<file path="src/rtl/imem_loader_pkg.sv">
// Shared types and widths for the instruction-memory loader.
package imem_loader_pkg;

  localparam int WORD_W = 32;
  localparam int BYTE_W = 8;
  localparam int CNT_W  = 16;

  typedef enum logic [2:0] {
    IDLE  = 3'd0,
    LOAD  = 3'd1,
    WRITE = 3'd2,
    DONE  = 3'd3,
    ERR   = 3'd4
  } state_e;

  // Byte address of a word slot; wraps modulo 2^32.
  function automatic logic [WORD_W-1:0] word_addr(input logic [WORD_W-1:0] base,
                                                  input logic [CNT_W-1:0]  idx);
    return base + {14'd0, idx, 2'b00};
  endfunction

endpackage

</file>
<file path="src/rtl/imem_loader_if.sv">
// Control, byte-stream and memory-write-port signals of the loader.
interface imem_loader_if;
  import imem_loader_pkg::*;

  logic              start;
  logic              abort;
  logic [CNT_W-1:0]  word_count;
  logic              byte_valid;
  logic [BYTE_W-1:0] byte_data;
  logic              byte_ready;
  logic              mem_write;
  logic [WORD_W-1:0] mem_addr;
  logic [WORD_W-1:0] mem_wdata;
  logic              fetch_enable;
  logic              busy;
  logic              done;
  logic              error;

  modport master (
    output start, abort, word_count, byte_valid, byte_data,
    input  byte_ready, mem_write, mem_addr, mem_wdata, fetch_enable, busy, done, error
  );

  modport slave (
    input  start, abort, word_count, byte_valid, byte_data,
    output byte_ready, mem_write, mem_addr, mem_wdata, fetch_enable, busy, done, error
  );

endinterface

</file>
<file path="src/rtl/imem_byte_packer.sv">
// Assembles four program bytes, most-significant first, into one instruction word.
module imem_byte_packer
  import imem_loader_pkg::*;
(
  input  logic              clk,
  input  logic              rst,
  input  logic              clr,
  input  logic              shift_en,
  input  logic [BYTE_W-1:0] byte_in,
  output logic [WORD_W-1:0] word,
  output logic              word_full
);

  logic [WORD_W-1:0] word_q, word_d;
  logic [1:0]        cnt_q, cnt_d;

  // Next shift-register contents and byte position
  always_comb begin
    word_d = word_q;
    cnt_d  = cnt_q;
    if (clr) begin
      word_d = {WORD_W{1'b0}};
      cnt_d  = 2'd0;
    end else if (shift_en) begin
      word_d = {word_q[WORD_W-BYTE_W-1:0], byte_in};
      cnt_d  = cnt_q + 2'd1;
    end else begin
      word_d = word_q;
      cnt_d  = cnt_q;
    end
  end

  // Shift register and byte counter
  always_ff @(posedge clk or negedge rst) begin
    if (!rst) begin
      word_q <= {WORD_W{1'b0}};
      cnt_q  <= 2'd0;
    end else begin
      word_q <= word_d;
      cnt_q  <= cnt_d;
    end
  end

  assign word = word_q;
  // Three bytes held: the next accepted byte completes the word.
  assign word_full = (cnt_q == 2'd3);

endmodule

</file>
<file path="src/rtl/imem_loader.sv">
// Streams program bytes into instruction memory, then releases the fetch stage.
module imem_loader
  import imem_loader_pkg::*;
#(
  parameter logic [WORD_W-1:0] BASE_ADDR = 32'h0000_0000,
  parameter int unsigned       MAX_WORDS = 1024
) (
  input logic          clk,
  input logic          rst,
  imem_loader_if.slave bus
);

  state_e            state_q, state_d;
  logic [CNT_W-1:0]  word_idx_q, word_idx_d;
  logic [CNT_W-1:0]  count_q, count_d;
  logic [CNT_W-1:0]  next_idx_s;
  logic              bad_count_s;
  logic              pk_clr_s;
  logic              pk_shift_s;
  logic              pk_full_s;
  logic [WORD_W-1:0] pk_word_s;
  logic              wr_s;

  imem_byte_packer u_packer (
    .clk       (clk),
    .rst       (rst),
    .clr       (pk_clr_s),
    .shift_en  (pk_shift_s),
    .byte_in   (bus.byte_data),
    .word      (pk_word_s),
    .word_full (pk_full_s)
  );

  assign next_idx_s  = word_idx_q + 16'd1;
  assign bad_count_s = (bus.word_count == 16'd0) || ({16'd0, bus.word_count} > MAX_WORDS);

  // Next-state, counter and packer control
  always_comb begin
    state_d    = state_q;
    word_idx_d = word_idx_q;
    count_d    = count_q;
    pk_clr_s   = 1'b0;
    pk_shift_s = 1'b0;
    case (state_q)
      IDLE, DONE, ERR: begin
        if (bus.start) begin
          if (bad_count_s) begin
            state_d = ERR;
          end else begin
            state_d    = LOAD;
            count_d    = bus.word_count;
            word_idx_d = {CNT_W{1'b0}};
            pk_clr_s   = 1'b1;
          end
        end else begin
          state_d = state_q;
        end
      end
      LOAD: begin
        if (bus.abort) begin
          state_d  = IDLE;
          pk_clr_s = 1'b1;
        end else begin
          pk_shift_s = bus.byte_valid;
          if (bus.byte_valid && pk_full_s) begin
            state_d = WRITE;
          end else begin
            state_d = LOAD;
          end
        end
      end
      WRITE: begin
        // Abort wins over the strobe: the assembled word is dropped.
        if (bus.abort) begin
          state_d  = IDLE;
          pk_clr_s = 1'b1;
        end else begin
          word_idx_d = next_idx_s;
          if (next_idx_s == count_q) begin
            state_d = DONE;
          end else begin
            state_d = LOAD;
          end
        end
      end
      default: begin
        state_d = IDLE;
      end
    endcase
  end

  // FSM state and word counters
  always_ff @(posedge clk or negedge rst) begin
    if (!rst) begin
      state_q    <= IDLE;
      word_idx_q <= {CNT_W{1'b0}};
      count_q    <= {CNT_W{1'b0}};
    end else begin
      state_q    <= state_d;
      word_idx_q <= word_idx_d;
      count_q    <= count_d;
    end
  end

  assign wr_s              = (state_q == WRITE) && !bus.abort;
  assign bus.mem_write     = wr_s;
  assign bus.mem_addr      = wr_s ? word_addr(BASE_ADDR, word_idx_q) : {WORD_W{1'b0}};
  assign bus.mem_wdata     = wr_s ? pk_word_s : {WORD_W{1'b0}};
  assign bus.byte_ready    = (state_q == LOAD);
  assign bus.fetch_enable  = (state_q == DONE);
  assign bus.busy          = (state_q == LOAD) || (state_q == WRITE);
  assign bus.done          = (state_q == DONE);
  assign bus.error         = (state_q == ERR);

endmodule

</file>
<file path="src/flat_wrapper.sv">
// flat-port wrapper written by rule: the top's interface ports become plain ports
module imem_loader_flat import imem_loader_pkg::*;
#(
  parameter logic [WORD_W-1:0] BASE_ADDR = 32'h0000_0000,
  parameter int unsigned       MAX_WORDS = 1024
)
  (clk, rst, bus_start, bus_abort, bus_word_count, bus_byte_valid, bus_byte_data, bus_byte_ready, bus_mem_write, bus_mem_addr, bus_mem_wdata, bus_fetch_enable, bus_busy, bus_done, bus_error);
  imem_loader_if bus_i ();
  input logic clk;
  input logic rst;
  input wire logic [$bits(bus_i.start)-1:0] bus_start;
  input wire logic [$bits(bus_i.abort)-1:0] bus_abort;
  input wire logic [$bits(bus_i.word_count)-1:0] bus_word_count;
  input wire logic [$bits(bus_i.byte_valid)-1:0] bus_byte_valid;
  input wire logic [$bits(bus_i.byte_data)-1:0] bus_byte_data;
  output wire logic [$bits(bus_i.byte_ready)-1:0] bus_byte_ready;
  output wire logic [$bits(bus_i.mem_write)-1:0] bus_mem_write;
  output wire logic [$bits(bus_i.mem_addr)-1:0] bus_mem_addr;
  output wire logic [$bits(bus_i.mem_wdata)-1:0] bus_mem_wdata;
  output wire logic [$bits(bus_i.fetch_enable)-1:0] bus_fetch_enable;
  output wire logic [$bits(bus_i.busy)-1:0] bus_busy;
  output wire logic [$bits(bus_i.done)-1:0] bus_done;
  output wire logic [$bits(bus_i.error)-1:0] bus_error;
  assign bus_i.start = bus_start;
  assign bus_i.abort = bus_abort;
  assign bus_i.word_count = bus_word_count;
  assign bus_i.byte_valid = bus_byte_valid;
  assign bus_i.byte_data = bus_byte_data;
  assign bus_byte_ready = bus_i.byte_ready;
  assign bus_mem_write = bus_i.mem_write;
  assign bus_mem_addr = bus_i.mem_addr;
  assign bus_mem_wdata = bus_i.mem_wdata;
  assign bus_fetch_enable = bus_i.fetch_enable;
  assign bus_busy = bus_i.busy;
  assign bus_done = bus_i.done;
  assign bus_error = bus_i.error;
  imem_loader #(.BASE_ADDR(BASE_ADDR), .MAX_WORDS(MAX_WORDS)) u_core (.clk(clk), .rst(rst), .bus(bus_i));
endmodule
</file>
<file path="config.mk">
export PLATFORM = sky130hd
export DESIGN_NAME = imem_loader_flat
export DESIGN_NICKNAME = d
export VERILOG_FILES = /design/src/rtl/imem_loader_pkg.sv /design/src/rtl/imem_loader_if.sv /design/src/rtl/imem_byte_packer.sv /design/src/rtl/imem_loader.sv /design/src/flat_wrapper.sv
export SDC_FILE = /design/constraint.sdc
export NUM_CORES = 1
export LEC_CHECK = 0
export BUFFER_PORTS_ARGS = -buffer_cell sky130_fd_sc_hd__buf_2
export CAP_MARGIN = 15
export CORE_ASPECT_RATIO = 0.5
export CORE_MARGIN = 8
export CORE_UTILIZATION = 36
export DETAILED_ROUTE_END_ITERATION = 16
export GPL_TIMING_DRIVEN = 0
export PLACE_DENSITY = 0.56
export SLEW_MARGIN = 40
export SYNTH_ARGS = -nofsm -noshare
export SYNTH_HDL_FRONTEND = slang
export SYNTH_SLANG_ARGS = --single-unit
</file>
<file path="constraint.sdc">
create_clock -name clk -period 2.99 [get_ports clk]
set_clock_uncertainty 0.2 [all_clocks]
set_input_delay 0.598 -clock clk [delete_from_list [all_inputs] [get_ports clk]]
set_output_delay 0.598 -clock clk [all_outputs]
set_load 0.005 [all_outputs]
</file>
==> impl_metrics.toml <==
[die]
die_w_um = 164
dieArea_um2 = 14800
rows = 27
ioPinCount = 99
core_um2 = 10800
start_util_pct = 36.5
die_y_um = 90.2

[cells_and_area]
diodes = 0
final_area_um2 = 5060
final_util_pct = 46.7
area_growth_pct = 27.8
mostFrequentLayoutCells = "nand2_1 (83), buf_2 (81), dfrtp_1 (69)"
layout-drive-gt1-share_pct = 26.4
nets = 602
mostFrequentLayoutCell = "nand2_1"

[critical_path]
r2r_start = "u_core.state_q[0]"
rr_endpoint = "u_core.state_q[1]"
end_kind = "register"
r2r_cells = 7
slowest_stage = "or4_4"
cp-startpoint = "bus_word_count[1]"
crit_top_cell = "or4_4"
reg2reg_slack_ps = 240
required_ps = 2990
worstPathArrival_ps = 2940
max_stage_delay_ps = 550
critPathCapture = "u_core.u_packer.word[6]"
path_class = "in2reg"
path_cells = "buf_2, or4_4, or4_4, nand2_1, nand3_1, o221ai_2, clkbuf_1, a21oi_1"
cp-start-kind = "input pin"
path_max_fanout = 10

[drt]
drt_first_pass_iters = 4
wire_per_inst_um = 15.0
viasPerCell = 4.80
met2_length_um = 5150
highest_layer = "met4"
m1WireLength_um = 4880
ant_nets = 0
vias = 3459
wl_um = 10800
drcViolationCount = 0
dr_wl_met3_um = 636
dr.first_iter.drc_count = 197

[clocking]
cts_sinks = 69
cts_tree = "yes"
cts_buffer_depth = 2
clk_latency_ps = 330
cts.clk_slew.worst_paths_ps = 60
cts_root_buf = "clkbuf_16"
numCtsBuffers = 9
h-tree-depth = 3

[placement]
port_buffers = 82
dp_hpwl_um = 7960
preCtsSetupSlack_ps = -791
routabilityCongestion = 0.792
dpl_cell_area_um2 = 4650

[outcome]
status = "finished clean"

[synthesis]
async_flop_share_pct = 100
synth.avg_cell_area_um2 = 8.67
syn_inst = 457
synth_warnings = 0
ys_ff_latch = 69
ys.flop_type = "dfrtp_1"
yosysUniqueCellTypes = 50
synth_edf_count = 0
seq_area_frac_synth_pct = 43.6
netlist_area_um2 = 3960

[grt]
antenna_found_initial = 0
grt_pass1_wl_um = 17800
grt_max_degree = 58
grt_pass1_vias = 3491
grt-ovfl-total = 0
gr-usage-all-layers_pct = 14.8

[sta]
rsz0062_at_grt = "true"
period_share_pct = 98.3
fin_ws_ps = 51.3
tightest_slew_ps = 602
final.hold.worst_slack_ps = 291
fmax_ghz = 0.340
fin_crit_ps = 2940
finalSetupViolations = 0
drv_slew = 0
maxSlewHeadroom_pct = 59.5
hold_viol = 0

[power]
power_density_nw_per_um2 = 473
irDropWorstVdd_v = 0.000308
p_leak_uw = 0.00247

[min_path]
min_path_cells = 3
hp-class = "in2reg"

[flow_run]
maxCapViolations = 0
==> cells in the mapped netlist (2+ instances only) <==
library cell  count  area (um2)
or4_4             2        22.5
nand3b_1          2        15.0
nor3_1            5        25.0
nor3b_1           2        15.0
and3_1            2        12.5
buf_6             2        22.5
o21ai_2           4        35.0
nor4_1            2        12.5
nand4_1           9        56.3
mux2_2            8        90.1
inv_1             9        33.8
ha_1              2        25.0
dfrtp_1          69        1730
clkbuf_1         25        93.8
nor2_1           19        71.3
nor2b_1           9        56.3
o31ai_1           8        60.1
xor2_1            7        61.3
nand2_1          84         315
buf_4            17         128
and4_1            2        17.5
o21ai_0          22         110
nand3_1           9        45.0
and2_1           50         313
o221ai_1          2        17.5
xnor2_1          17         149
nand2b_1          2        12.5
a21oi_1          44         220
==> worst min-delay path by stage <==
stage	start	end	slack (ps)
finish	bus_byte_data[5]	u_core.u_packer.word[5]	290
global route	bus_byte_data[2]	u_core.u_packer.word[2]	310
CTS	bus_byte_data[5]	u_core.u_packer.word[5]	280
detailed placement	rst	u_core.u_packer.word[3]	230
global placement	u_core.count_q[10]	u_core.count_q[10]	290
floorplan	rst	u_core.count_q[0]	100
==> critical path, delay by kind of cell <==
kind | cells | cell delay, ps
buffers and inverters | 2 | 530
and+or+nand+nor | 4 | 1330
AOI/OAI and AO/OA | 2 | 470
==> logic make-up (layout without fill, tap and decap cells) <==
family | after synthesis | count (layout) | synth area share (%)
DFF | 69 | 69 | 43.6
adders and majority gates | 2 | 2 | 0.632
and+or+nand+nor | 205 | 205 | 26.3
AOI/OAI and AO/OA | 92 | 92 | 14.1
other | 1 | 16 | 0.0947
xor gates and xnor gates | 24 | 24 | 5.31
buffers and inverters | 54 | 158 | 7.11
muxes | 10 | 10 | 2.81
==> metrics by stage <==
step	total power, uW	setup TNS (ps)	instances
after global routing	2480	-1860	721
after global placement	1180	-56000	699
after CTS	2420	0	719
after floorplan	1110	-789	472
final	2390	0	721
after detailed placement	1190	-57040	700
==> area by class of cell <==
type	count	area (um2)
clock buffers	11	233
inverters	10	42.5
fillers	1123	5780
well taps	145	181
plain buffers	43	251
clock inverters	5	108
flip-flops and latches	69	1730
multi-input cells	349	2030
repair buffers	89	492
==> registers in the layout, indices dropped and copies added (netlist names) <==
name / count
u_core.u_packer.word: 32
u_core.count_q: 16
u_core.word_idx_q: 16
u_core.state_q: 3
u_core.u_packer.cnt_q: 2
==> power by group <==
part           total, uW  leakage (uW)  switching (uW)  internal [uW]
Clock               1220      0.000164             402            820
Sequential           999      0.000941            28.9            970
Combinational        173       0.00136            85.3           87.2
Total               2390       0.00247             517           1880
==> what timing repair did <==
action | CTS | global route
pin swaps | 1 | 1
resized for setup | 9 | 7
buffers inserted | 3 | 2
hold buffers | 1 | 0
setup endpoints to repair | 96 | 47
hold endpoints to repair | 12 | 0
==> routing by layer <==
layer  global-route usage, %  vias to the layer above
met2                    24.4                       81
li1                        -                     1740
met1                    18.8                     1626
met4                    3.68                        0
met5                       0                        -
met3                    3.96                       12
Power figures use the tool's default switching activity.
